## src/rtl/lcd_bus_arbiter.sv

```systemverilog
// Character-LCD bus owner: runs the power-up init sequence, then round-robin shares
// the write-only bus between two byte-write clients with proper E strobe timing.
module lcd_bus_arbiter #(
  parameter int unsigned INIT_WAIT = 70,
  parameter int unsigned E_SETUP   = 2,
  parameter int unsigned E_HIGH    = 8,
  parameter int unsigned CMD_WAIT  = 20,
  parameter int unsigned CLR_WAIT  = 200
) (
  input  logic       CLK,
  input  logic       RESETN,
  input  logic       REQ0,
  input  logic       RS0,
  input  logic [7:0] DATA0,
  output logic       ACK0,
  input  logic       REQ1,
  input  logic       RS1,
  input  logic [7:0] DATA1,
  output logic       ACK1,
  output logic       READY,
  output logic       BUSY,
  output logic       LCD_E,
  output logic       LCD_RS,
  output logic       LCD_RW,
  output logic [7:0] LCD_DATA
);

  typedef enum logic [2:0] {
    StPowerup,
    StSetup,
    StStrobe,
    StWait,
    StIdle
  } state_e;

  state_e      state_q, state_d;
  logic [15:0] cnt_q, cnt_d;
  logic [1:0]  init_idx_q, init_idx_d;
  logic        ready_q, ready_d;
  logic        owner_q, owner_d;
  logic        last_q, last_d;
  logic        clr_q, clr_d;
  logic        e_q, e_d;
  logic        rs_q, rs_d;
  logic [7:0]  data_q, data_d;
  logic        ack0_q, ack0_d;
  logic        ack1_q, ack1_d;

  logic [15:0] wait_last;
  logic        req0_v, req1_v, grant1;

  function automatic logic [7:0] init_byte(input logic [1:0] idx);
    case (idx)
      2'd0:    init_byte = 8'h3C;
      2'd1:    init_byte = 8'h0C;
      2'd2:    init_byte = 8'h06;
      default: init_byte = 8'h01;
    endcase
  endfunction

  assign wait_last = clr_q ? 16'(CLR_WAIT - 1) : 16'(CMD_WAIT - 1);

  // A client's REQ is ignored in its own ACK cycle so a held level is not seen twice.
  assign req0_v = REQ0 & ~ack0_q & ready_q;
  assign req1_v = REQ1 & ~ack1_q & ready_q;
  assign grant1 = req1_v & (~req0_v | ~last_q);

  always_comb begin
    state_d    = state_q;
    cnt_d      = cnt_q + 16'd1;
    init_idx_d = init_idx_q;
    ready_d    = ready_q;
    owner_d    = owner_q;
    last_d     = last_q;
    clr_d      = clr_q;
    e_d        = e_q;
    rs_d       = rs_q;
    data_d     = data_q;
    ack0_d     = 1'b0;
    ack1_d     = 1'b0;

    unique case (state_q)
      StPowerup: begin
        if (cnt_q == 16'(INIT_WAIT - 1)) begin
          state_d    = StSetup;
          cnt_d      = '0;
          init_idx_d = 2'd0;
          rs_d       = 1'b0;
          data_d     = init_byte(2'd0);
        end
      end
      StSetup: begin
        if (cnt_q == 16'(E_SETUP - 1)) begin
          state_d = StStrobe;
          cnt_d   = '0;
          e_d     = 1'b1;
        end
      end
      StStrobe: begin
        if (cnt_q == 16'(E_HIGH - 1)) begin
          state_d = StWait;
          cnt_d   = '0;
          e_d     = 1'b0;
          // Clear display and return home need the long post-command wait.
          clr_d   = ~rs_q & ((data_q == 8'h01) | (data_q == 8'h02));
        end
      end
      StWait: begin
        if (cnt_q == wait_last) begin
          cnt_d = '0;
          if (!ready_q) begin
            if (init_idx_q == 2'd3) begin
              state_d = StIdle;
              ready_d = 1'b1;
            end else begin
              state_d    = StSetup;
              init_idx_d = init_idx_q + 2'd1;
              rs_d       = 1'b0;
              data_d     = init_byte(init_idx_q + 2'd1);
            end
          end else begin
            state_d = StIdle;
            ack0_d  = ~owner_q;
            ack1_d  = owner_q;
          end
        end
      end
      StIdle: begin
        cnt_d = '0;
        if (req0_v | req1_v) begin
          state_d = StSetup;
          owner_d = grant1;
          last_d  = grant1;
          rs_d    = grant1 ? RS1 : RS0;
          data_d  = grant1 ? DATA1 : DATA0;
        end
      end
      default: begin
        state_d = StPowerup;
        cnt_d   = '0;
      end
    endcase
  end

  always_ff @(posedge CLK) begin
    if (!RESETN) begin
      state_q    <= StPowerup;
      cnt_q      <= '0;
      init_idx_q <= 2'd0;
      ready_q    <= 1'b0;
      owner_q    <= 1'b0;
      last_q     <= 1'b1;
      clr_q      <= 1'b0;
      e_q        <= 1'b0;
      rs_q       <= 1'b0;
      data_q     <= 8'h00;
      ack0_q     <= 1'b0;
      ack1_q     <= 1'b0;
    end else begin
      state_q    <= state_d;
      cnt_q      <= cnt_d;
      init_idx_q <= init_idx_d;
      ready_q    <= ready_d;
      owner_q    <= owner_d;
      last_q     <= last_d;
      clr_q      <= clr_d;
      e_q        <= e_d;
      rs_q       <= rs_d;
      data_q     <= data_d;
      ack0_q     <= ack0_d;
      ack1_q     <= ack1_d;
    end
  end

  assign ACK0     = ack0_q;
  assign ACK1     = ack1_q;
  assign READY    = ready_q;
  assign BUSY     = (state_q != StIdle);
  assign LCD_E    = e_q;
  assign LCD_RS   = rs_q;
  assign LCD_RW   = 1'b0;
  assign LCD_DATA = data_q;

endmodule

```

## config.mk

```make
export PLATFORM = sky130hd
export DESIGN_NAME = lcd_bus_arbiter
export DESIGN_NICKNAME = d
export VERILOG_FILES = /design/src/rtl/lcd_bus_arbiter.sv
export SDC_FILE = /design/constraint.sdc
export NUM_CORES = 1
export LEC_CHECK = 0
export BUFFER_PORTS_ARGS = -buffer_cell sky130_fd_sc_hd__clkbuf_2
export CORE_ASPECT_RATIO = 0.8
export CORE_MARGIN = 2
export CORE_UTILIZATION = 35
export CTS_CLUSTER_SIZE = 40
export DETAILED_ROUTE_END_ITERATION = 8
export SLEW_MARGIN = 5
export SYNTH_ARGS = -nofsm -noshare
export SYNTH_HDL_FRONTEND = slang
export SYNTH_SLANG_ARGS = --single-unit
```

## constraint.sdc

```tcl
create_clock -name CLK -period 2.15 [get_ports CLK]
set_input_delay 0.43 -clock CLK [delete_from_list [all_inputs] [get_ports CLK]]
set_output_delay 0.43 -clock CLK [all_outputs]
set_load 0.05 [all_outputs]
```

; Yosys cells after proc, flatten, opt, wreduce, memory -nomap -nowiden
; Cells that the tools add are included.
[op_classes]
add_sub_neg = 2
eq_ne = 21
mux = 39
bitwise_logic = 15
reduce_logical = 13
[op_table]
columns = cell, n
row1 = $mux W16, 4
row2 = $pmux W16 S4, 1
row3 = $mux W8, 7
row4 = $pmux W8 S3, 1
row5 = $mux W3, 7
row6 = $pmux W6 S3, 1
row7 = $add A16 B1 Y16 const B, 1
row8 = $eq A16 B1 Y1 const B, 1
row9 = $eq A16 B3 Y1 const B, 1
row10 = $eq A16 B7 Y1 const B, 1
row11 = $eq A16 B8 Y1, 1
row12 = $pmux W3 S5, 1
row13 = $ne A2 B2 Y1 const B, 7
row14 = $mux W1, 10
row15 = $reduce_and A5 Y1, 2
row16 = $eq A8 B1 Y1 const B, 1
row17 = $eq A8 B2 Y1 const B, 1
row18 = $mux W2, 4
row19 = $and A1 B1 Y1, 6
row20 = $eq A3 B2 Y1 const B, 2
row21 = $not A1 Y1, 6
row22 = $reduce_and A2 Y1, 3
row23 = $reduce_and A6 Y1, 1
row24 = $eq A2 B2 Y1 const B, 2
row25 = 15 further kinds, 18
[totals]
register_bits = 37
inputBits = 22
out_inout_bits = 15
word_cells = 102

; Depth between registers and ports, before layout
; Gate-level depths: netlist of the first run.
[depth]
word_depth = 9
mapped_depth = 8
mapped_depth_nobuf = 7

; Worst setup path after synthesis of the first run
; OpenSTA, ideal clock, no wires.
[synth_path]
path_kind = register to register
startpoint = register ack1_q, in the netlist ACK1
endpoint = register data_q[2], in the netlist LCD_DATA[2]
setup_time_ns = 0.119
arrival_ns = 1.857
required_ns = 2.031
path_slack_ns = 0.175
stages_incl_launch_ff = 7
path_buffers = 1
synth_period_minus_slack_ns = 1.975
cell_sequence = dfxtp_1 > nor2b_1 > nand3_1 > buf_1 > mux2i_1 > o22ai_1 > o221a_2
[synth_between]
elab_chain_cells = 7
elab_cells_between_ends = 10
cone_classes = eq/ne (1) / mux (3) / bitwise (5) / reduce/logical (1)
[synth_rtl]
columns = element, line_no
row1 = "start, declared", 47  ; logic ack1_q, ack1_d;
row2 = "start signal, assigned", 171  ; ack1_q <= ack1_d;
row3 = $not A1 Y1 (*), 65  ; assign req1_v = REQ1 & ~ack1_q & ready_q;
row4 = $and A1 B1 Y1 (*) (2 in series), 65
row5 = $and A1 B1 Y1, 66  ; assign grant1 = req1_v & (~req0_v | ~last_q);
row6 = $mux W8, 135  ; data_d = grant1 ? DATA1 : DATA0;
row7 = $mux W8, 130  ; if (req0_v | req1_v) begin
row8 = $pmux W8 S3, 82  ; unique case (state_q)
row9 = "end signal, assigned", 169  ; data_q <= data_d;
row10 = "end, declared", 45  ; logic [7:0] data_q, data_d;
; Mark *: on every way between the ends. The rest lies on a longest branch, timed or not. The select of a mux whose other input is x is not followed.
; A chain may end at the register's enable or synchronous reset.

; Worst setup path in the final report of the first run
[layout_path]
startpoint = register cnt_q[0]
endpoint = register cnt_q[11]
[layout_between]
elab_chain_cells = 3
elab_cells_between_ends = 10
cone_classes = add/sub (1) / eq/ne (4) / mux (5)
[layout_rtl]
columns = element, line_no
row1 = "start, declared", 37  ; logic [15:0] cnt_q, cnt_d;
row2 = "start signal, assigned", 161  ; cnt_q <= cnt_d;
row3 = "$add A16 B1 Y16, or another cell as far along", 70  ; cnt_d = cnt_q + 16'd1;
row4 = "$mux W16, on equally long branches", -
row5 = $pmux W16 S4 (*), 82
; Mark *: on every way between the ends. The rest lies on a longest branch, timed or not.

==> run summary, run 1 <==
final critical-path required period: 2.07 ns
Core Rows: 24
CP arrival: 2.29 ns
critical path launch point type: flop
area share of xor/xnor cells in the synthesized design: 6.62%
fraction of final layout cells sized beyond drive strength 1: 30.3%
run status: finished, final reports clean
Overflow after GRT: 0
clock tree skew after final layout: 0.00878 ns
Final Util: 43.8%
post-route cell area: 2390 µm²
Min-Delay Path Class: flop to flop
Slew Viols, Final: 0
max-cap viol count: 0
standard cell area after detailed placement: 2270 µm²
last weighted congestion value of the routability-driven placer: 0.780
I/O pin count: 37
biggest area consumer among synthesized cells: sky130_fd_sc_hd__dfxtp_1
count leader, synth: sky130_fd_sc_hd__dfxtp_1
share of the clock period used by the worst path after layout: 96.1%
antenna violations before repair: 0
total clock sinks: 37
pin count of the biggest net entering global routing: 17
number of flops mapped to enable cells by yosys: 0
number of warnings reported in the yosys synthesis log: 0
share of Yosys cell area claimed by the top area cell type: 37.3%
Synth Area in Simple Gates: 28.0%
power density over the cells: 747 nW/µm²
Die ar.: 6300 µm²
TritonCTS clock tree: done
final-report hold violation count: 0
synthesized netlist net count: 255
static leakage: 1.00 nW
element type at the critical path end: flop
post-synthesis cell area: 1990 µm²
Chip Width: 88.2 µm
count of distinct cell types in the synthesized netlist: 47
Ant. Diodes: 0
Final #Nets: 298
global-route wire length before repair: 7.44 mm
Final TNS setup: 0 ns
detailed-router iteration count before antenna repair: 4
number of CTS-inserted buffers: 5
async set-or-reset flop fraction in the synthesized netlist: 0%
half-perimeter wire length of the detailed placement result: 3.42 mm
post-synthesis adder-cell area fraction: 3.78%
biggest area contributors in the synthesized netlist: sky130_fd_sc_hd__dfxtp_1, sky130_fd_sc_hd__mux2i_1, sky130_fd_sc_hd__nor2_1, sky130_fd_sc_hd__xor2_1, sky130_fd_sc_hd__ha_1
Initial Util: 36.3%
setup repair after global routing missed its margin: no
via count of the first global-routing pass: 1580
vertical die dimension: 71.4 µm
fmax: 0.484 GHz
clock-pin transition on the worst setup and hold timing paths: 0.08 ns
proportion of synthesized area in mux cells: 5.55%
hold-fix buffers at CTS: 0
number of DRC violations after detailed routing: 0
sequential-to-total area share from yosys stat: 37.3%
main combinational cell family by area after synthesis: simple AND/OR/NAND/NOR gates
top flip-flop cell by instance count after synthesis: sky130_fd_sc_hd__dfxtp_1
Cells after Synth: 227
peak fanout along the critical path: 16
initial DRC count: 73
number of buffers between clock root and the deepest sink: 2
overall via count from detail_route: 1730
clock network latency to the later pin of the worst-skew pair: 0.29 ns
count of port buffers added during placement: 35
area of the core: 5470 µm²
H-tree levels: 2
r2r setup slk: 0.08 ns
post-synthesis compound-gate area fraction: 15.0%
critical path required time: 2.38 ns
count of final setup violators: 0
Total Routing Usage GR: 15.1%
commonest cells in the synthesized netlist: sky130_fd_sc_hd__dfxtp_1, sky130_fd_sc_hd__nor2_1, sky130_fd_sc_hd__nand2_1, sky130_fd_sc_hd__nand3_1, sky130_fd_sc_hd__mux2i_1
synth-to-layout area growth: 20.5%
Antenna Violating Nets Remaining: 0
peak supply drop: 285 µV
number of synthesized register bits: 37
WL final: 4.51 mm
library cell used as clock root buffer: sky130_fd_sc_hd__clkbuf_8
classification of the worst setup path: flop to flop
average wire length per cell after detail routing: 12.9 µm
per-instance average area after synthesis: 8.75 µm²
via-per-instance ratio: 4.96
-- where the power goes --
part / total (mW) / leakage [nW] / internal [mW] / switching, mW
logic: 0.501 / 0.659 / 0.193 / 0.308
clock network: 0.476 / 0.0450 / 0.225 / 0.252
registers: 0.810 / 0.299 / 0.741 / 0.0693
-- what timing repair did --
action,in CTS,in global routing
setup buffers,1,1
pin swaps,1,1
setup endpoints to repair,14,26
gates resized for setup,1,2
-- cells in the final DEF (no fill, tap or decap), types with 6 or more instances in the layout --
cell type                   n
sky130_fd_sc_hd__nor2_1    26
sky130_fd_sc_hd__nor2_2    10
sky130_fd_sc_hd__nand3_1   15
sky130_fd_sc_hd__nor3_1     8
sky130_fd_sc_hd__inv_1      6
sky130_fd_sc_hd__nand2_1   15
sky130_fd_sc_hd__a21oi_1    7
sky130_fd_sc_hd__mux2i_1   11
sky130_fd_sc_hd__buf_4      9
sky130_fd_sc_hd__clkbuf_2  35
sky130_fd_sc_hd__o31ai_1    6
sky130_fd_sc_hd__xor2_1    10
sky130_fd_sc_hd__dfxtp_1   37
-- registers in the layout, indices dropped and copies added, names as in the netlist --
signal / cells
LCD_RS: 1
init_idx_q: 2
state_q: 3
ACK0: 1
last_q: 1
clr_q: 1
owner_q: 1
LCD_E: 1
ACK1: 1
READY: 1
cnt_q: 16
LCD_DATA: 8
-- layer usage --
layer / track usage [%] / vias to the layer above / part of all wire [%] / routed length [µm]
li1: - / 886 / - / -
met4: 3.54 / 0 / 0.51 / 23
met5: 0 / - / 0 / 0
met2: 21.1 / 33 / 42 / 1890
met1: 22.6 / 807 / 53 / 2400
met3: 4.84 / 4 / 4.2 / 189
-- logic make-up (layout without fill, tap and decap cells) --
kind of cell | count (synthesis) | after routing
AOI/OAI and AO/OA | 38 | 38
xor gates and xnor gates | 15 | 15
adders and majority gates | 6 | 6
buffers and inverters | 15 | 59
DFF | 37 | 37
muxes | 11 | 11
other | 1 | 1
and+or+nand+nor | 104 | 104
-- worst max-delay path: stages (launching register included) --
cell and delay (ns):
sky130_fd_sc_hd__dfxtp_1 0.35, sky130_fd_sc_hd__ha_2 0.22, sky130_fd_sc_hd__nor4bb_2 0.17, sky130_fd_sc_hd__and2_1 0.19
sky130_fd_sc_hd__o21bai_2 0.25, sky130_fd_sc_hd__a21boi_2 0.11, sky130_fd_sc_hd__a311o_2 0.43, sky130_fd_sc_hd__buf_12 0.16
sky130_fd_sc_hd__nor2_2 0.11
-- cell type report --
| type | count | area [µm²] |
|---|---|---|
| clock buffer | 6 | 72.6 |
| clock inverter | 2 | 10.0 |
| fill | 572 | 3070 |
| inverter | 6 | 22.5 |
| multi-input combinational | 175 | 1190 |
| sequential | 37 | 741 |
| tap | 78 | 97.6 |
| timing repair buffer | 45 | 263 |
-- metrics by stage --
step | setup WS, ns | total power, mW | hold slack, ns | cells
after global routing | 0.00100 | 1.88 | 0.470 | 349
final | 0.0834 | 1.79 | 0.440 | 349
after CTS | 0.000995 | 1.78 | 0.445 | 348
after floorplan | 0.175 | 1.18 | 0.408 | 227
after detailed placement | -0.0300 | 1.28 | 0.434 | 339
after global placement | 0.0450 | 1.28 | 0.431 | 339
-- path summary, 6_finish.rpt --
check,startpoint,end,cells past startpoint
setup / recovery,cnt_q[0],cnt_q[11],8
hold / removal,owner_q,ACK0,1
setup reg to reg,cnt_q[0],cnt_q[11],8
hold reg to reg,owner_q,ACK0,1
No activity file was read; power rests on OpenSTA's default activity.
==> inputs of run 2 (changes only) <==
Settings changed: ABC_AREA set to 1.
==> run summary, run 2 <==
run status: finished, final reports clean (unchanged)
async set-or-reset flop fraction in the synthesized netlist: 0% (unchanged)
element type at the critical path end: output pin (was flop)
Synth Area in Simple Gates: 41.6% (was 28.0%)
biggest area consumer among synthesized cells: sky130_fd_sc_hd__dfxtp_1 (unchanged)
half-perimeter wire length of the detailed placement result: 4.19 mm (was 3.42 mm)
area of the core: 6040 µm² (was 5470 µm²)
hold-fix buffers at CTS: 0 (unchanged)
critical path required time: 1.72 ns (was 2.38 ns)
Chip Width: 93.1 µm (was 88.2 µm)
count of distinct cell types in the synthesized netlist: 31 (was 47)
average wire length per cell after detail routing: 11.3 µm (was 12.9 µm)
Slowest cell on crit path: sky130_fd_sc_hd__dfxtp_1 (was sky130_fd_sc_hd__a311o_2)
end point of the most critical hold path: owner_q (was ACK0)
post-synthesis compound-gate area fraction: 8.21% (was 15.0%)
number of buffers between clock root and the deepest sink: 2 (unchanged)
synth-to-layout area growth: 15.5% (was 20.5%)
cell-by-cell listing of the critical path: nor2_1, nand2_1, clkbuf_2 (was ha_2, nor4bb_2, and2_1, o21bai_2, a21boi_2, a311o_2, buf_12, nor2_2)
synthesized netlist net count: 384 (was 255)
total clock sinks: 37 (unchanged)
top flip-flop cell by instance count after synthesis: sky130_fd_sc_hd__dfxtp_1 (unchanged)
number of warnings reported in the yosys synthesis log: 0 (unchanged)
leading cell type in the layout, fill and taps excluded: sky130_fd_sc_hd__nand2_1 (was sky130_fd_sc_hd__dfxtp_1)
post-route cell area: 2570 µm² (was 2390 µm²)
sequential-to-total area share from yosys stat: 33.3% (was 37.3%)
number of flops mapped to enable cells by yosys: 0 (unchanged)
TritonCTS clock tree: done (unchanged)
area share of xor/xnor cells in the synthesized design: 1.57% (was 6.62%)
CP arrival: 1.40 ns (was 2.29 ns)
proportion of synthesized area in mux cells: 0% (was 5.55%)
number of CTS-inserted buffers: 5 (unchanged)
register name with the most flops: cnt_q (unchanged)
share of Yosys cell area claimed by the top area cell type: 33.3% (was 37.3%)
number of gates resized after cts: 0 (was 1)
FF-to-FF Start: state_q[1] (was cnt_q[0])
sum of internal, switching and leakage power: 1.31 mW (was 1.79 mW)
Ant. Diodes: 0 (unchanged)
antenna violations before repair: 0 (unchanged)
most used cells in the layout excluding fill and tap cells: sky130_fd_sc_hd__nand2_1, sky130_fd_sc_hd__nor2_1, sky130_fd_sc_hd__inv_1, sky130_fd_sc_hd__dfxtp_1, sky130_fd_sc_hd__clkbuf_2 (was sky130_fd_sc_hd__dfxtp_1, sky130_fd_sc_hd__clkbuf_2, sky130_fd_sc_hd__nor2_1, sky130_fd_sc_hd__nand2_1, sky130_fd_sc_hd__nand3_1)
WL final: 5.38 mm (was 4.51 mm)
static leakage: 1.24 nW (was 1.00 nW)
Final Util: 42.5% (was 43.8%)
Initial Util: 36.8% (was 36.3%)
setup repair after global routing missed its margin: no (unchanged)
peak supply drop: 295 µV (was 285 µV)
library cell used as clock root buffer: sky130_fd_sc_hd__clkbuf_8 (unchanged)
I/O pin count: 37 (unchanged)
count of final setup violators: 0 (unchanged)
post-synthesis cell area: 2220 µm² (was 1990 µm²)
Antenna Violating Nets Remaining: 0 (unchanged)
combined area of the multi-input logic cells: 1220 µm² (was 1190 µm²)
final critical-path required period: 1.83 ns (was 2.07 ns)
clock network latency to the later pin of the worst-skew pair: 0.29 ns (about the same)
standard cell area after detailed placement: 2470 µm² (was 2270 µm²)
vertical die dimension: 75.3 µm (was 71.4 µm)
share of the clock period used by the worst path after layout: 85.0% (was 96.1%)
Total Routing Usage GR: 15.9% (was 15.1%)
max-cap viol count: 0 (unchanged)
Min-Delay Path Class: primary input to flop (was flop to flop)
biggest area contributors in the synthesized netlist: sky130_fd_sc_hd__dfxtp_1, sky130_fd_sc_hd__nand2_1, sky130_fd_sc_hd__nor2_1, sky130_fd_sc_hd__inv_1, sky130_fd_sc_hd__nand3_1 (was sky130_fd_sc_hd__dfxtp_1, sky130_fd_sc_hd__mux2i_1, sky130_fd_sc_hd__nor2_1, sky130_fd_sc_hd__xor2_1, sky130_fd_sc_hd__ha_1)
Final TNS setup: 0 ns (unchanged)
Critical R2R Capture: LCD_DATA[5] (was cnt_q[11])
max FFs per register: 16 (unchanged)
H-tree levels: 2 (unchanged)
clock tree skew after final layout: 0.0107 ns (was 0.00878 ns)
Slew Viols, Final: 0 (unchanged)
initial DRC count: 169 (was 73)
overall via count from detail_route: 2241 (was 1730)
global-route wire length before repair: 8.79 mm (was 7.44 mm)
number of standard cells in the final layout excluding fillers: 477 (was 349)
last weighted congestion value of the routability-driven placer: 0.856 (was 0.780)
fraction of final layout cells sized beyond drive strength 1: 14.1% (was 30.3%)
classification of the worst setup path: flop to output pin (was flop to flop)
via-per-instance ratio: 4.70 (was 4.96)
Final #Nets: 423 (was 298)
Min-Delay Path Depth: 3 (was 1)
clock-pin transition on the worst setup and hold timing paths: 0.08 ns (about the same)
fmax: 0.547 GHz (was 0.484 GHz)
final-report hold violation count: 0 (unchanged)
fillcell total: 634 (was 572)
count of port buffers added during placement: 35 (unchanged)
number of cells on the worst reg-to-reg path: 9 (was 8)
delay of the slowest critical-path stage: 0.35 ns (was 0.43 ns)
number of DRC violations after detailed routing: 0 (unchanged)
area taken by flip-flops and latches: 741 µm² (unchanged)
main combinational cell family by area after synthesis: simple AND/OR/NAND/NOR gates (unchanged)
count leader, synth: sky130_fd_sc_hd__nand2_1 (was sky130_fd_sc_hd__dfxtp_1)
Die ar.: 7010 µm² (was 6300 µm²)
via count of the first global-routing pass: 1929 (was 1580)
Cells after Synth: 356 (was 227)
placed insts: 469 (was 339)
detailed-router iteration count before antenna repair: 5 (was 4)
peak fanout along the critical path: 7 (was 16)
pin count of the biggest net entering global routing: 19 (was 17)
commonest cells in the synthesized netlist: sky130_fd_sc_hd__nand2_1, sky130_fd_sc_hd__nor2_1, sky130_fd_sc_hd__inv_1, sky130_fd_sc_hd__dfxtp_1 (was sky130_fd_sc_hd__dfxtp_1, sky130_fd_sc_hd__nor2_1, sky130_fd_sc_hd__nand2_1, sky130_fd_sc_hd__nand3_1, sky130_fd_sc_hd__mux2i_1)
power density over the cells: 512 nW/µm² (was 747 nW/µm²)
number of synthesized register bits: 37 (unchanged)
Worst Min Path Start: RESETN (was owner_q)
post-synthesis adder-cell area fraction: 3.37% (was 3.78%)
r2r setup slk: 0.35 ns (was 0.08 ns)
Core Rows: 25 (was 24)
critical path launch point type: flop (unchanged)
post-CTS setup repair buffer count: 0 (was 1)
Overflow after GRT: 0 (unchanged)
per-instance average area after synthesis: 6.25 µm² (was 8.75 µm²)
==> run 2: changes by cell type after synthesis, sizes merged, moves of 5 or more <==
cell	change
o31ai	-5
inv	+50
o21ai	+9
nor2	+41
nor3	+7
xor2	-7
a21oi	+7
mux2i	-11
nand4	+7
nand2	+73
==> run 2: how the worst max path moves through the flow <==
stage / to / from / slack [ns]
after global routing: LCD_DATA[4] / state_q[1] / 0.14
final: BUSY / state_q[1] / 0.32
after global placement: LCD_DATA[0] / REQ0 / 0.37
after floorplan: LCD_DATA[4] / READY / 0.35
after detailed placement: LCD_DATA[6] / REQ0 / 0.36
after CTS: BUSY / state_q[1] / 0.31
==> run 2: power by group <==
| group | switching, mW | total (mW) | leakage [nW] | internal [mW] |
|---|---|---|---|---|
| Sequential | 0.00655 | 0.698 | 0.299 | 0.692 |
| Clock | 0.241 | 0.530 | 0.0542 | 0.290 |
| Combinational | 0.0514 | 0.0864 | 0.882 | 0.0350 |
| Total | 0.299 | 1.31 | 1.24 | 1.02 |
==> run 2: area by class of cell <==
cell class	instances	share of cell area [%]
multi-input cells	257	47.5
flip-flops and latches	37	28.8
clock buffers	7	3.75
well taps	81	3.95
inverters	57	8.33
clock inverters	1	0.195
repair buffers	37	7.40
==> run 2: logic make-up after synthesis <==
| group | after synthesis |
|---|---|
| xor gates and xnor gates | 4 |
| AOI/OAI and AO/OA | 33 |
| and+or+nand+nor | 213 |
| other | 1 |
| DFF | 37 |
| buffers and inverters | 62 |
| adders and majority gates | 6 |
==> run 2: per-layer routing <==
metal | global-route usage (%) | wire length [µm] | up-vias
met2 | 22.9 | 2110 | 67
met3 | 3.56 | 327 | 5
met4 | 5.07 | 61 | 0
met5 | 0 | 0 | -
li1 | - | - | 1190
met1 | 23.5 | 2880 | 979
==> run 2: critical path: cells and delay by family, from the launching register on <==
family                 cells  cell delay (ns)
buffers and inverters      1             0.31
flip-flops                 1             0.35
AND/OR/NAND/NOR            2             0.45
==> run 2: metrics by stage <==
step / hold slack (ns) / worst slack [ns]
final: 0.407 / 0.322
after global routing: 0.418 / 0.141
after CTS: 0.411 / 0.312
after detailed placement: 0.431 / 0.359
after global placement: 0.436 / 0.371
after floorplan: 0.413 / 0.346
==> inputs of run 3 (changes only) <==
Settings changed: MAX_ROUTING_LAYER set to met4.
==> run summary, run 3 (same netlist as run 2, synthesis figures left out) <==
area of the core: 6040 µm² (unchanged)
count of port buffers added during placement: 35 (unchanged)
detailed-router iteration count before antenna repair: 6 (was 5)
most used cells in the layout excluding fill and tap cells: sky130_fd_sc_hd__nand2_1, sky130_fd_sc_hd__nor2_1, sky130_fd_sc_hd__inv_1, sky130_fd_sc_hd__dfxtp_1, sky130_fd_sc_hd__clkbuf_2 (unchanged)
Ant. Diodes: 0 (unchanged)
number of cells on the worst reg-to-reg path: 9 (unchanged)
Total Routing Usage GR: 16.4% (was 15.9%)
Worst Min Path Start: RESETN (unchanged)
number of CTS-inserted buffers: 5 (unchanged)
peak supply drop: 294 µV (was 295 µV)
Min-Delay Path Class: primary input to flop (unchanged)
average wire length per cell after detail routing: 11.1 µm (was 11.3 µm)
number of DRC violations after detailed routing: 0 (unchanged)
pin count of the biggest net entering global routing: 19 (unchanged)
Antenna Violating Nets Remaining: 0 (unchanged)
max FFs per register: 16 (unchanged)
hold-fix buffers at CTS: 0 (unchanged)
peak fanout along the critical path: 7 (unchanged)
max-cap viol count: 0 (unchanged)
leading cell type in the layout, fill and taps excluded: sky130_fd_sc_hd__nand2_1 (unchanged)
via-per-instance ratio: 4.67 (was 4.70)
post-CTS setup repair buffer count: 0 (unchanged)
final-report hold violation count: 0 (unchanged)
end point of the most critical hold path: owner_q (unchanged)
count of buffer and inverter cells on the critical path: 1 (unchanged)
global-route wire length before repair: 8.78 mm (was 8.79 mm)
I/O pin count: 37 (unchanged)
fmax: 0.547 GHz (about the same)
power density over the cells: 511 nW/µm² (was 512 nW/µm²)
Final TNS setup: 0 ns (unchanged)
TritonCTS clock tree: done (unchanged)
fraction of final layout cells sized beyond drive strength 1: 14.1% (unchanged)
clock-pin transition on the worst setup and hold timing paths: 0.08 ns (about the same)
library cell used as clock root buffer: sky130_fd_sc_hd__clkbuf_8 (unchanged)
Overflow after GRT: 0 (unchanged)
fillcell total: 634 (unchanged)
Min-Delay Path Depth: 3 (unchanged)
register name with the most flops: cnt_q (unchanged)
Core Rows: 25 (unchanged)
synth-to-layout area growth: 15.5% (unchanged)
number of gates resized after cts: 0 (unchanged)
H-tree levels: 2 (unchanged)
antenna violations before repair: 0 (unchanged)
vertical die dimension: 75.3 µm (unchanged)
critical path required time: 1.72 ns (about the same)
combined area of the multi-input logic cells: 1220 µm² (unchanged)
number of standard cells in the final layout excluding fillers: 477 (unchanged)
Critical R2R Capture: LCD_DATA[4] (was LCD_DATA[5])
r2r setup slk: 0.36 ns (was 0.35 ns)
placed insts: 469 (unchanged)
WL final: 5.32 mm (was 5.38 mm)
Slew Viols, Final: 0 (unchanged)
half-perimeter wire length of the detailed placement result: 4.19 mm (unchanged)
Initial Util: 36.8% (unchanged)
Chip Width: 93.1 µm (unchanged)
via count of the first global-routing pass: 1933 (was 1929)
area taken by flip-flops and latches: 741 µm² (unchanged)
initial DRC count: 143 (was 169)
Slowest cell on crit path: sky130_fd_sc_hd__dfxtp_1 (unchanged)
standard cell area after detailed placement: 2470 µm² (unchanged)
element type at the critical path end: output pin (unchanged)
final critical-path required period: 1.83 ns (about the same)
cell-by-cell listing of the critical path: nor2_1, nand2_1, clkbuf_2 (unchanged)
count of final setup violators: 0 (unchanged)
clock tree skew after final layout: 0.0104 ns (was 0.0107 ns)
post-route cell area: 2570 µm² (unchanged)
dominant delay contributor by cell family on the critical path: simple AND/OR/NAND/NOR gates (unchanged)
number of buffers between clock root and the deepest sink: 2 (unchanged)
run status: finished, final reports clean (unchanged)
last weighted congestion value of the routability-driven placer: 0.870 (was 0.856)
FF-to-FF Start: state_q[1] (unchanged)
share of the clock period used by the worst path after layout: 85.0% (about the same)
total clock sinks: 37 (unchanged)
classification of the worst setup path: flop to output pin (unchanged)
delay of the slowest critical-path stage: 0.35 ns (about the same)
overall via count from detail_route: 2228 (was 2241)
setup repair after global routing missed its margin: no (unchanged)
Die ar.: 7010 µm² (unchanged)
CP arrival: 1.40 ns (about the same)
static leakage: 1.24 nW (unchanged)
Final Hold Slack: 0.408 ns (was 0.407 ns)
clock network latency to the later pin of the worst-skew pair: 0.29 ns (about the same)
Final #Nets: 423 (unchanged)
critical path launch point type: flop (unchanged)
## run 3: how the worst max path moves through the flow
stage                        to  cells after the start  slack, ns       start
CTS                        BUSY                      3       0.31  state_q[1]
detailed placement  LCD_DATA[6]                      8       0.36        REQ0
floorplan           LCD_DATA[4]                      8       0.35       READY
global placement    LCD_DATA[0]                      8       0.37        REQ0
global route        LCD_DATA[4]                      9       0.14  state_q[1]
finish                     BUSY                      3       0.32  state_q[1]
## run 3: tightest hold or removal path: cells and delay by family
kind / cells / cell delay [ns]
AOI/OAI and AO/OA: 1 / 0.05
buffers and inverters: 2 / 0.18
## run 3: area by class of cell
| class | count | area share (%) |
|---|---|---|
| Clock buffer | 7 | 3.75 |
| Clock inverter | 1 | 0.195 |
| Inverter | 57 | 8.33 |
| Multi-Input combinational cell | 257 | 47.5 |
| Sequential cell | 37 | 28.8 |
| Tap cell | 81 | 3.95 |
| Timing Repair Buffer | 37 | 7.40 |
## run 3: per-layer routing
metal	share of wire, %	wire, µm	GRT usage [%]	vias to the layer above
met5	0	0	-	-
met2	39	2080	22.9	67
met3	5.0	264	3.56	5
li1	-	-	-	1188
met1	55	2910	23.5	968
met4	1.1	61	5.07	0
## run 3: where the power goes
| part | switching (mW) | internal [mW] |
|---|---|---|
| clock | 0.238 | 0.290 |
| sequential | 0.00652 | 0.692 |
| combinational | 0.0511 | 0.0350 |
## run 3: per-stage QoR
step / setup slack, ns / util, % / total power, mW
2_1_floorplan: 0.346 / - / 0.770
3_3_place_gp: 0.371 / 40.9 / 0.800
3_5_place_dp: 0.359 / 40.9 / 0.799
4_1_cts: 0.312 / 42.5 / 1.33
5_1_grt: 0.141 / 42.5 / 1.38
6_report: 0.322 / 42.5 / 1.31
